==> src/rtl/datapath_ctrl.sv <==
// Multicycle controller for the 64-bit add/sub/load/store datapath (ADD, SUB, ADDI, LD, SD).
// Define DATAPATH_CTRL_RETIRE_CNT_EN to build the retired-instruction counter.
//
// state  | meaning
// IDLE   | instr_ready high, waiting for an instruction
// DECODE | IR classified; illegal pulses here for unsupported encodings
// EXEC   | ALU inputs settle, no write enables
// MEM    | LD: memory read; SD: WE_MEM and done
// WB     | WE_RF (suppressed for rd==0) and done
module datapath_ctrl (
  input  logic        CLK,
  input  logic        RST_N,
  input  logic [31:0] instr,
  input  logic        instr_valid,
  output logic        instr_ready,
  output logic [4:0]  rs1,
  output logic [4:0]  rs2,
  output logic [4:0]  rd,
  output logic [11:0] immediate,
  output logic        sub,
  output logic        WE_RF,
  output logic        WE_MEM,
  output logic        RF_din_sel,
  output logic        ULA_din2_sel,
  output logic        done,
  output logic        illegal,
  output logic [31:0] retire_count
);

  typedef enum logic [2:0] {S_IDLE, S_DECODE, S_EXEC, S_MEM, S_WB} state_t;
  typedef enum logic [2:0] {C_ADD, C_SUB, C_ADDI, C_LD, C_SD, C_ILL} cls_t;

  function automatic cls_t classify(input logic [31:0] w);
    cls_t c;
    c = C_ILL;
    if (w[6:0] == 7'b0110011 && w[14:12] == 3'b000 && w[31:25] == 7'b0000000) c = C_ADD;
    else if (w[6:0] == 7'b0110011 && w[14:12] == 3'b000 && w[31:25] == 7'b0100000) c = C_SUB;
    else if (w[6:0] == 7'b0010011 && w[14:12] == 3'b000) c = C_ADDI;
    else if (w[6:0] == 7'b0000011 && w[14:12] == 3'b011) c = C_LD;
    else if (w[6:0] == 7'b0100011 && w[14:12] == 3'b011) c = C_SD;
    return c;
  endfunction

  state_t      state;
  logic [31:0] ir;
  cls_t        ir_cls;
  cls_t        new_cls;

  assign ir_cls  = classify(ir);
  assign new_cls = classify(instr);

  assign rs1       = ir[19:15];
  assign rs2       = ir[24:20];
  assign rd        = ir[11:7];
  assign immediate = (ir_cls == C_SD) ? {ir[31:25], ir[11:7]} : ir[31:20];

  // Ready is gated by the reset pin so it is low for the whole reset interval.
  assign instr_ready = (state == S_IDLE) && RST_N;

  always_ff @(posedge CLK or negedge RST_N) begin
    if (!RST_N) begin
      state        <= S_IDLE;
      ir           <= '0;
      sub          <= 1'b0;
      ULA_din2_sel <= 1'b0;
      RF_din_sel   <= 1'b0;
      WE_RF        <= 1'b0;
      WE_MEM       <= 1'b0;
      done         <= 1'b0;
      illegal      <= 1'b0;
    end else begin
      WE_RF   <= 1'b0;
      WE_MEM  <= 1'b0;
      done    <= 1'b0;
      illegal <= 1'b0;
      case (state)
        S_IDLE: begin
          if (instr_valid) begin
            ir           <= instr;
            state        <= S_DECODE;
            illegal      <= (new_cls == C_ILL);
            sub          <= (new_cls == C_SUB);
            ULA_din2_sel <= (new_cls == C_ADDI) || (new_cls == C_LD) || (new_cls == C_SD);
            RF_din_sel   <= (new_cls != C_LD);
          end
        end
        S_DECODE: begin
          if (ir_cls == C_ILL) begin
            state        <= S_IDLE;
            sub          <= 1'b0;
            ULA_din2_sel <= 1'b0;
            RF_din_sel   <= 1'b0;
          end else begin
            state <= S_EXEC;
          end
        end
        S_EXEC: begin
          if (ir_cls == C_LD) begin
            state <= S_MEM;
          end else if (ir_cls == C_SD) begin
            state  <= S_MEM;
            WE_MEM <= 1'b1;
            done   <= 1'b1;
          end else begin
            state <= S_WB;
            WE_RF <= (ir[11:7] != 5'd0);
            done  <= 1'b1;
          end
        end
        S_MEM: begin
          if (ir_cls == C_LD) begin
            state <= S_WB;
            WE_RF <= (ir[11:7] != 5'd0);
            done  <= 1'b1;
          end else begin
            state        <= S_IDLE;
            sub          <= 1'b0;
            ULA_din2_sel <= 1'b0;
            RF_din_sel   <= 1'b0;
          end
        end
        S_WB: begin
          state        <= S_IDLE;
          sub          <= 1'b0;
          ULA_din2_sel <= 1'b0;
          RF_din_sel   <= 1'b0;
        end
        default: state <= S_IDLE;
      endcase
    end
  end

`ifdef DATAPATH_CTRL_RETIRE_CNT_EN
  logic [31:0] retire_q;

  always_ff @(posedge CLK or negedge RST_N) begin
    if (!RST_N) retire_q <= '0;
    else if (done) retire_q <= retire_q + 32'd1;
  end

  assign retire_count = retire_q;
`else
  assign retire_count = '0;
`endif

endmodule
==> config.mk <==
export PLATFORM = sky130hd
export DESIGN_NAME = datapath_ctrl
export DESIGN_NICKNAME = d
export VERILOG_FILES = /design/src/rtl/datapath_ctrl.sv
export SDC_FILE = /design/constraint.sdc
export NUM_CORES = 1
export LEC_CHECK = 0
export CAP_MARGIN = 20
export CORE_MARGIN = 5
export CORE_UTILIZATION = 38
export DETAILED_ROUTE_END_ITERATION = 8
export PLACE_DENSITY = 0.88
export SYNTH_ARGS = -nofsm -noshare
export SYNTH_HDL_FRONTEND = slang
export SYNTH_SLANG_ARGS = --single-unit
==> constraint.sdc <==
create_clock -name CLK -period 1.5 [get_ports CLK]
set_input_delay 0.3 -clock CLK [delete_from_list [all_inputs] [get_ports CLK]]
set_output_delay 0.3 -clock CLK [all_outputs]
set_load 0.005 [all_outputs]
==> flow_summary.ini <==
[clocking]
ctsRootBufferMaster = sky130_fd_sc_hd__clkbuf_8
insertion_delay_ns = 0.29
cts_max_path_buffers = 2
post_cts_hold_buffer_count = 0
cts_htree_levels = 2
clk_transition_reported_paths_ns = 0.08
clock_buffer_count_from_cts = 5
cts_tree = yes
numClockSinks = 42

[place]
hpwlAfterDp_mm = 4.183
setup_slack_placement_ns = -0.5597
gp_weighted_congestion = 0.7564
area_after_detailed_placement_um2 = 3054
port_buffers = 69

[sta]
finalHoldViolCount = 0
finalWorstSetupSlack_ns = -0.5786
worstMarginPinSlew_ns = 0.5279
holdWs_ns = 0.07738
max_freq_mhz = 481.1
min_period_ns = 2.079
finalSetupViolations = 10
max-slew-margin-rel_pct = 64.81
period_utilisation_layout_pct = 138.6
rsz0062_at_grt = yes
final-max-slew-violation-count = 0
finalClockSkew_ns = 0.006521

[cells_and_area]
final_cell_mix = 96 x sky130_fd_sc_hd__nand2_1, 44 x sky130_fd_sc_hd__buf_4, 42 x sky130_fd_sc_hd__dfrtp_1, 42 x sky130_fd_sc_hd__clkdlybuf4s50_1, 32 x sky130_fd_sc_hd__conb_1
layout_fillers = 526
layout.cells.most_common = sky130_fd_sc_hd__nand2_1
area_growth_pct = 48.57
nets = 395
multi_input_area_um2 = 1016
ff_latch_area_um2 = 1051
layout-drive-gt1-share_pct = 24.93
antenna-diode-count = 0
final_area_um2 = 3391

[floorplan]
die_x_um = 87.50
die_area_um2 = 7655
rows = 28
boundaryPins = 102
initial_utilization_pct = 38.78
core-area_um2 = 5886
die_ht_um = 87.50

[global_route]
grt_first_pass_wirelength_mm = 8.666
grt_antenna_before_repair = 0
grt_pass1_vias = 1909
grt_start_max_net_pins = 43
groute.usage.overall_pct = 14.23
global_route.overflow_total = 0

[power_and_ir_drop]
vdd_ir_drop_max_mv = 0.4584
power_per_cell_area_nw_per_um2 = 865.8
post-layout-total-power_uw = 2936
power.leakage_uw = 0.001817

[synth]
postSynthAreaPerCell_um2 = 8.678
ys_seq_area_share_pct = 46.05
post_synth_instance_area_um2 = 2282
netlist_instances = 263
synth_seq_cells = 42
synth.yosys.warnings = 0
ys_dominant_reg_cell = sky130_fd_sc_hd__dfrtp_1
synth_async_sr_flop_share_pct = 100.0
synth-edff-count = 0
yosys.cell_types.count = 31

[routing]
wire_per_inst_um = 12.84
routed_via_density = 4.433
ant_nets = 0
num_vias = 1933
route.detailed.drc = 0
finalWirelength_mm = 5.598
number_of_iterations_in_the_first_detailed_routing_pass = 4
drt-initial-drc-count = 49

[run_status]
outcome = complete, but fails checks
violations = setup timing

[hold_path]
hold_class = in -> async

[setup_path]
crit_type = reg -> out
worstPathRequired_ns = 1.20
critPathMaxFanout = 5
critical_path_arrival_ns = 1.78
timing.reg2reg.setup_slack_ns = -0.18
worstSetupStartpointType = flop
crit_path_end_kind = primary output

[flow_run]
timing.max_cap.violations = 0
area by class of cell:
class / instances / area share [%]
repair buffers: 121 / 33.47
clock buffers: 6 / 2.435
flip-flops and latches: 42 / 31.00
clock inverters: 2 / 0.3690
well taps: 75 / 2.768
multi-input cells: 190 / 29.96
cell families (layout without fill, tap and decap cells):
| group | after synthesis | after routing | share of synthesized area [%] |
|---|---|---|---|
| flops | 42 | 42 | 46.05 |
| buf+inv | 62 | 129 | 19.30 |
| simple gates | 137 | 137 | 26.70 |
| compound gates | 14 | 14 | 4.441 |
| other cells | 1 | 32 | 0.1643 |
| mux | 6 | 6 | 2.960 |
| xor+xnor | 1 | 1 | 0.3838 |
cells in the mapped netlist (all sizes together) (3+ instances only):
library cell	number	area, µm²
nand4bb	3	38.79
mux2	6	67.56
or4	3	22.52
a21oi	5	25.02
clkbuf	4	15.01
o21ai	3	15.01
buf	58	425.4
nor3	6	35.03
dfrtp	42	1051
nand2	100	375.4
nor2	11	41.29
final timing paths:
path	cells after the start	from	end
setup / recovery	6	ir[4]	immediate[4]
hold / removal	2	RST_N	done
setup reg to reg	5	ir[26]	ULA_din2_sel
hold reg to reg	2	ir[15]	ir[15]
max in group asynchronous	2	RST_N	ir[30]
min in group CLK	3	instr[28]	ir[28]
flip-flops by register name (all words and copies together), names as in the netlist:
register	count
ir	32
sub	1
ULA_din2_sel	1
done	1
illegal	1
state	3
WE_MEM	1
RF_din_sel	1
WE_RF	1
per-layer routing:
layer	vias up	global-route usage, %	part of all wire (%)
met5	-	0	0
met4	0	2.092	0.36
met3	3	3.217	7.5
met2	68	25.48	53
met1	912	17.77	39
li1	950	-	-
report_power, final:
group | switching, µW | internal, µW | total, µW
clock network | 377 | 370 | 747
logic | 348 | 498 | 846
registers | 86.9 | 1260 | 1340
total | 812 | 2120 | 2940
per-stage QoR:
step                util [%]  setup TNS, ns  instances
floorplan                  -       -0.09915        294
global placement       51.89         -5.624        410
detailed placement     51.89         -6.472        410
CTS                    55.85         -3.386        430
global route           57.61         -4.081        436
finish                 57.61         -3.352        436
critical path, stage by stage, from the launching register on:
cell	delay (ns)
sky130_fd_sc_hd__dfrtp_1	0.38
sky130_fd_sc_hd__nand4bb_4	0.24
sky130_fd_sc_hd__nor3_4	0.24
sky130_fd_sc_hd__nand2_4	0.11
sky130_fd_sc_hd__buf_6	0.13
sky130_fd_sc_hd__mux2_2	0.27
sky130_fd_sc_hd__buf_6	0.12
repair_timing:
item / 4_1_cts / 5_1_grt
setup endpoints to repair: 50 / 57
pin swaps: 10 / 8
buffers inserted: 12 / 7
resized for setup: 46 / 23
No activity file was read; power rests on OpenSTA's default activity.
==> edit (config.mk and constraints unchanged) <==
The 5 states of `state_t` get a Gray code encoding in 3 bits.
--- a/src/rtl/datapath_ctrl.sv
+++ b/src/rtl/datapath_ctrl.sv
@@ -28,5 +28,5 @@
 );
 
-  typedef enum logic [2:0] {S_IDLE, S_DECODE, S_EXEC, S_MEM, S_WB} state_t;
+  typedef enum logic [2:0] {S_IDLE = 3'b000, S_DECODE = 3'b001, S_EXEC = 3'b011, S_MEM = 3'b010, S_WB = 3'b110} state_t;
   typedef enum logic [2:0] {C_ADD, C_SUB, C_ADDI, C_LD, C_SD, C_ILL} cls_t;
 
Function: no difference found for any inputs over 10 cycles, from zero or initial values and one cycle with RST_N low; not proved beyond that.
==> edit against the unedited design <==
  * The run still ends with setup timing left
  * Sequential cell count unchanged
  * First-iteration DRC count is 130% higher
  * Die area rose by 3.6%
  * Largest cell class is now multi-input combinational cells
  * Combinational power grew 30%
  * Area after synthesis is 4.1% higher
  * Routed wire length rose by 34%
  * Final area grew 14%
  * Final cell count grew 4.6%
  * Worst setup slack got worse by 330 ps
  * Core utilization increased by 6.7 points
  * Via count is 14% higher
  * Power up 11%
  * Global-route usage is 2.2 points higher
==> edit: results (changes against the unedited design) <==
[routing]
detail_route.wirelength_um = 7520  ; +34%
post_drt_wl_per_cell_um = 16.5  ; +28%
num_vias = 2199  ; +14%
drt_iter0_markers = 114  ; +130%

[synth]
synth_top_cells_by_area = dfrtp_1, buf_4, nand2_1, mux2_4, nor2_1
synth_common_cells = nand2_1, buf_4, dfrtp_1, nor2_1
yosys.area_share.xor_xnor_pct = 0.369  ; -0.015 points
post_synth_inst_count = 269  ; +2.3%
synth.distinct_cells = 43  ; +39%
yosys-mux-area-fraction_pct = 4.05  ; +1.1 points
synth_compound_gate_area_share_pct = 4.74  ; +0.30 points
seq_area_frac_synth_pct = 44.2  ; -1.8 points

[sta]
slew-limit-headroom_pct = 64.2  ; -0.59 points
setup_ws_ps = -913  ; -335 ps
setup_violations = 45  ; +35
fin_tns_setup_ps = -8380  ; -5020 ps

[placement]
place.detailed.instances = 420  ; +2.4%
post-place-ws_ps = -796  ; -237 ps
place_area_mm2 = 0.00317  ; +3.9%
finalWeightedCongestion = 0.830  ; +9.8%

[cells_and_area]
signal_buffers = 136  ; +12%
comb.multi_input.count = 193  ; +1.6%
nFillCells = 421  ; -20%
n_all_inverters = 2  ; +2
count_of_flip_flops_and_latches = 42  ; unchanged
clkCellAreaFrac_pct = 2.47  ; -0.34 points
postLayoutCellArea_mm2 = 0.00385  ; +14%
seqAreaFraction_pct = 27.3  ; -3.7 points
multi_input_area_share_pct = 33.9  ; +3.9 points
final_layout_size_suffix_gt1_share_pct = 41.2  ; +16 points

[grt]
grt.total_usage_pct = 16.4  ; +2.2 points
grt_pass1_wl_um = 10100  ; +16%
grt_pass1_vias = 2141  ; +12%

[outcome]
violations_in_the_final_reports = setup timing
outcome = complete, but fails checks

[pwr]
cellLeakagePower_nw = 2.04  ; +12%
ir_drop_mv = 0.427  ; -7.0%

[critical_path]
critical_path.slowest_cell = or4_4
r2r_setup_slack_ps = -460  ; -280 ps
critical_path.max_stage_delay_ps = 550  ; +170 ps
ff2ff_path_depth = 8  ; +3
critPathArrivalTime_ps = 2110  ; +330 ps
critical_path.reg2reg.endpoint = sub

## edit: cell types whose count changed after synthesis, moves of 3 or more
cell     delta
nor3_1      -5
or3b_2      +3
mux2_2      -5
mux2_4      +5
nand2_1     -4
## edit: cells by family (layout without fill, tap and decap cells)
| logic type | Yosys count | count (layout) |
|---|---|---|
| AOI/OAI and AO/OA | 18 | 18 |
| buffers and inverters | 65 | 146 |
| DFF | 42 | 42 |
| xor gates and xnor gates | 1 | 1 |
| other | 1 | 32 |
| muxes | 7 | 7 |
| and+or+nand+nor | 135 | 135 |
## edit: critical path: cells and delay by family, from the launching register on
kind	cells	cell delay, ps
buf+inv	2	260
flops	1	410
mux	1	300
simple gates	3	850
## edit: worst max path at each step
| stage | to | slack (ps) | cells past startpoint |
|---|---|---|---|
| floorplan | immediate[0] | -340 | 4 |
| global placement | immediate[3] | -750 | 5 |
| detailed placement | immediate[2] | -800 | 5 |
| CTS | immediate[1] | -910 | 6 |
| global route | immediate[4] | -970 | 6 |
| finish | immediate[4] | -910 | 6 |
## edit: where the power goes
group | switching (mW) | leakage [nW] | internal [mW]
clock network | 0.426 | 0.0472 | 0.371
registers | 0.101 | 0.529 | 1.26
logic | 0.486 | 1.46 | 0.612
## edit: routing by layer
layer / part of all wire, % / global-route usage [%]
met1: 35 / 17.8
met2: 55 / 30.4
met3: 6.1 / 2.40
met4: 3.8 / 9.20
met5: 0 / 0
## edit: per-stage QoR
step	utilization (%)	hold slack, ps
2_1_floorplan	-	4.41
3_3_place_gp	53.0	420
3_5_place_dp	53.0	426
4_1_cts	58.1	112
5_1_grt	64.3	163
6_report	64.3	93.1
## edit: timing repair
item,4_1_cts,5_1_grt
setup buffers,17,11
cloned,0,3
endpoints found under the setup margin,42,56
gates resized for setup,68,76
pin swaps,19,68
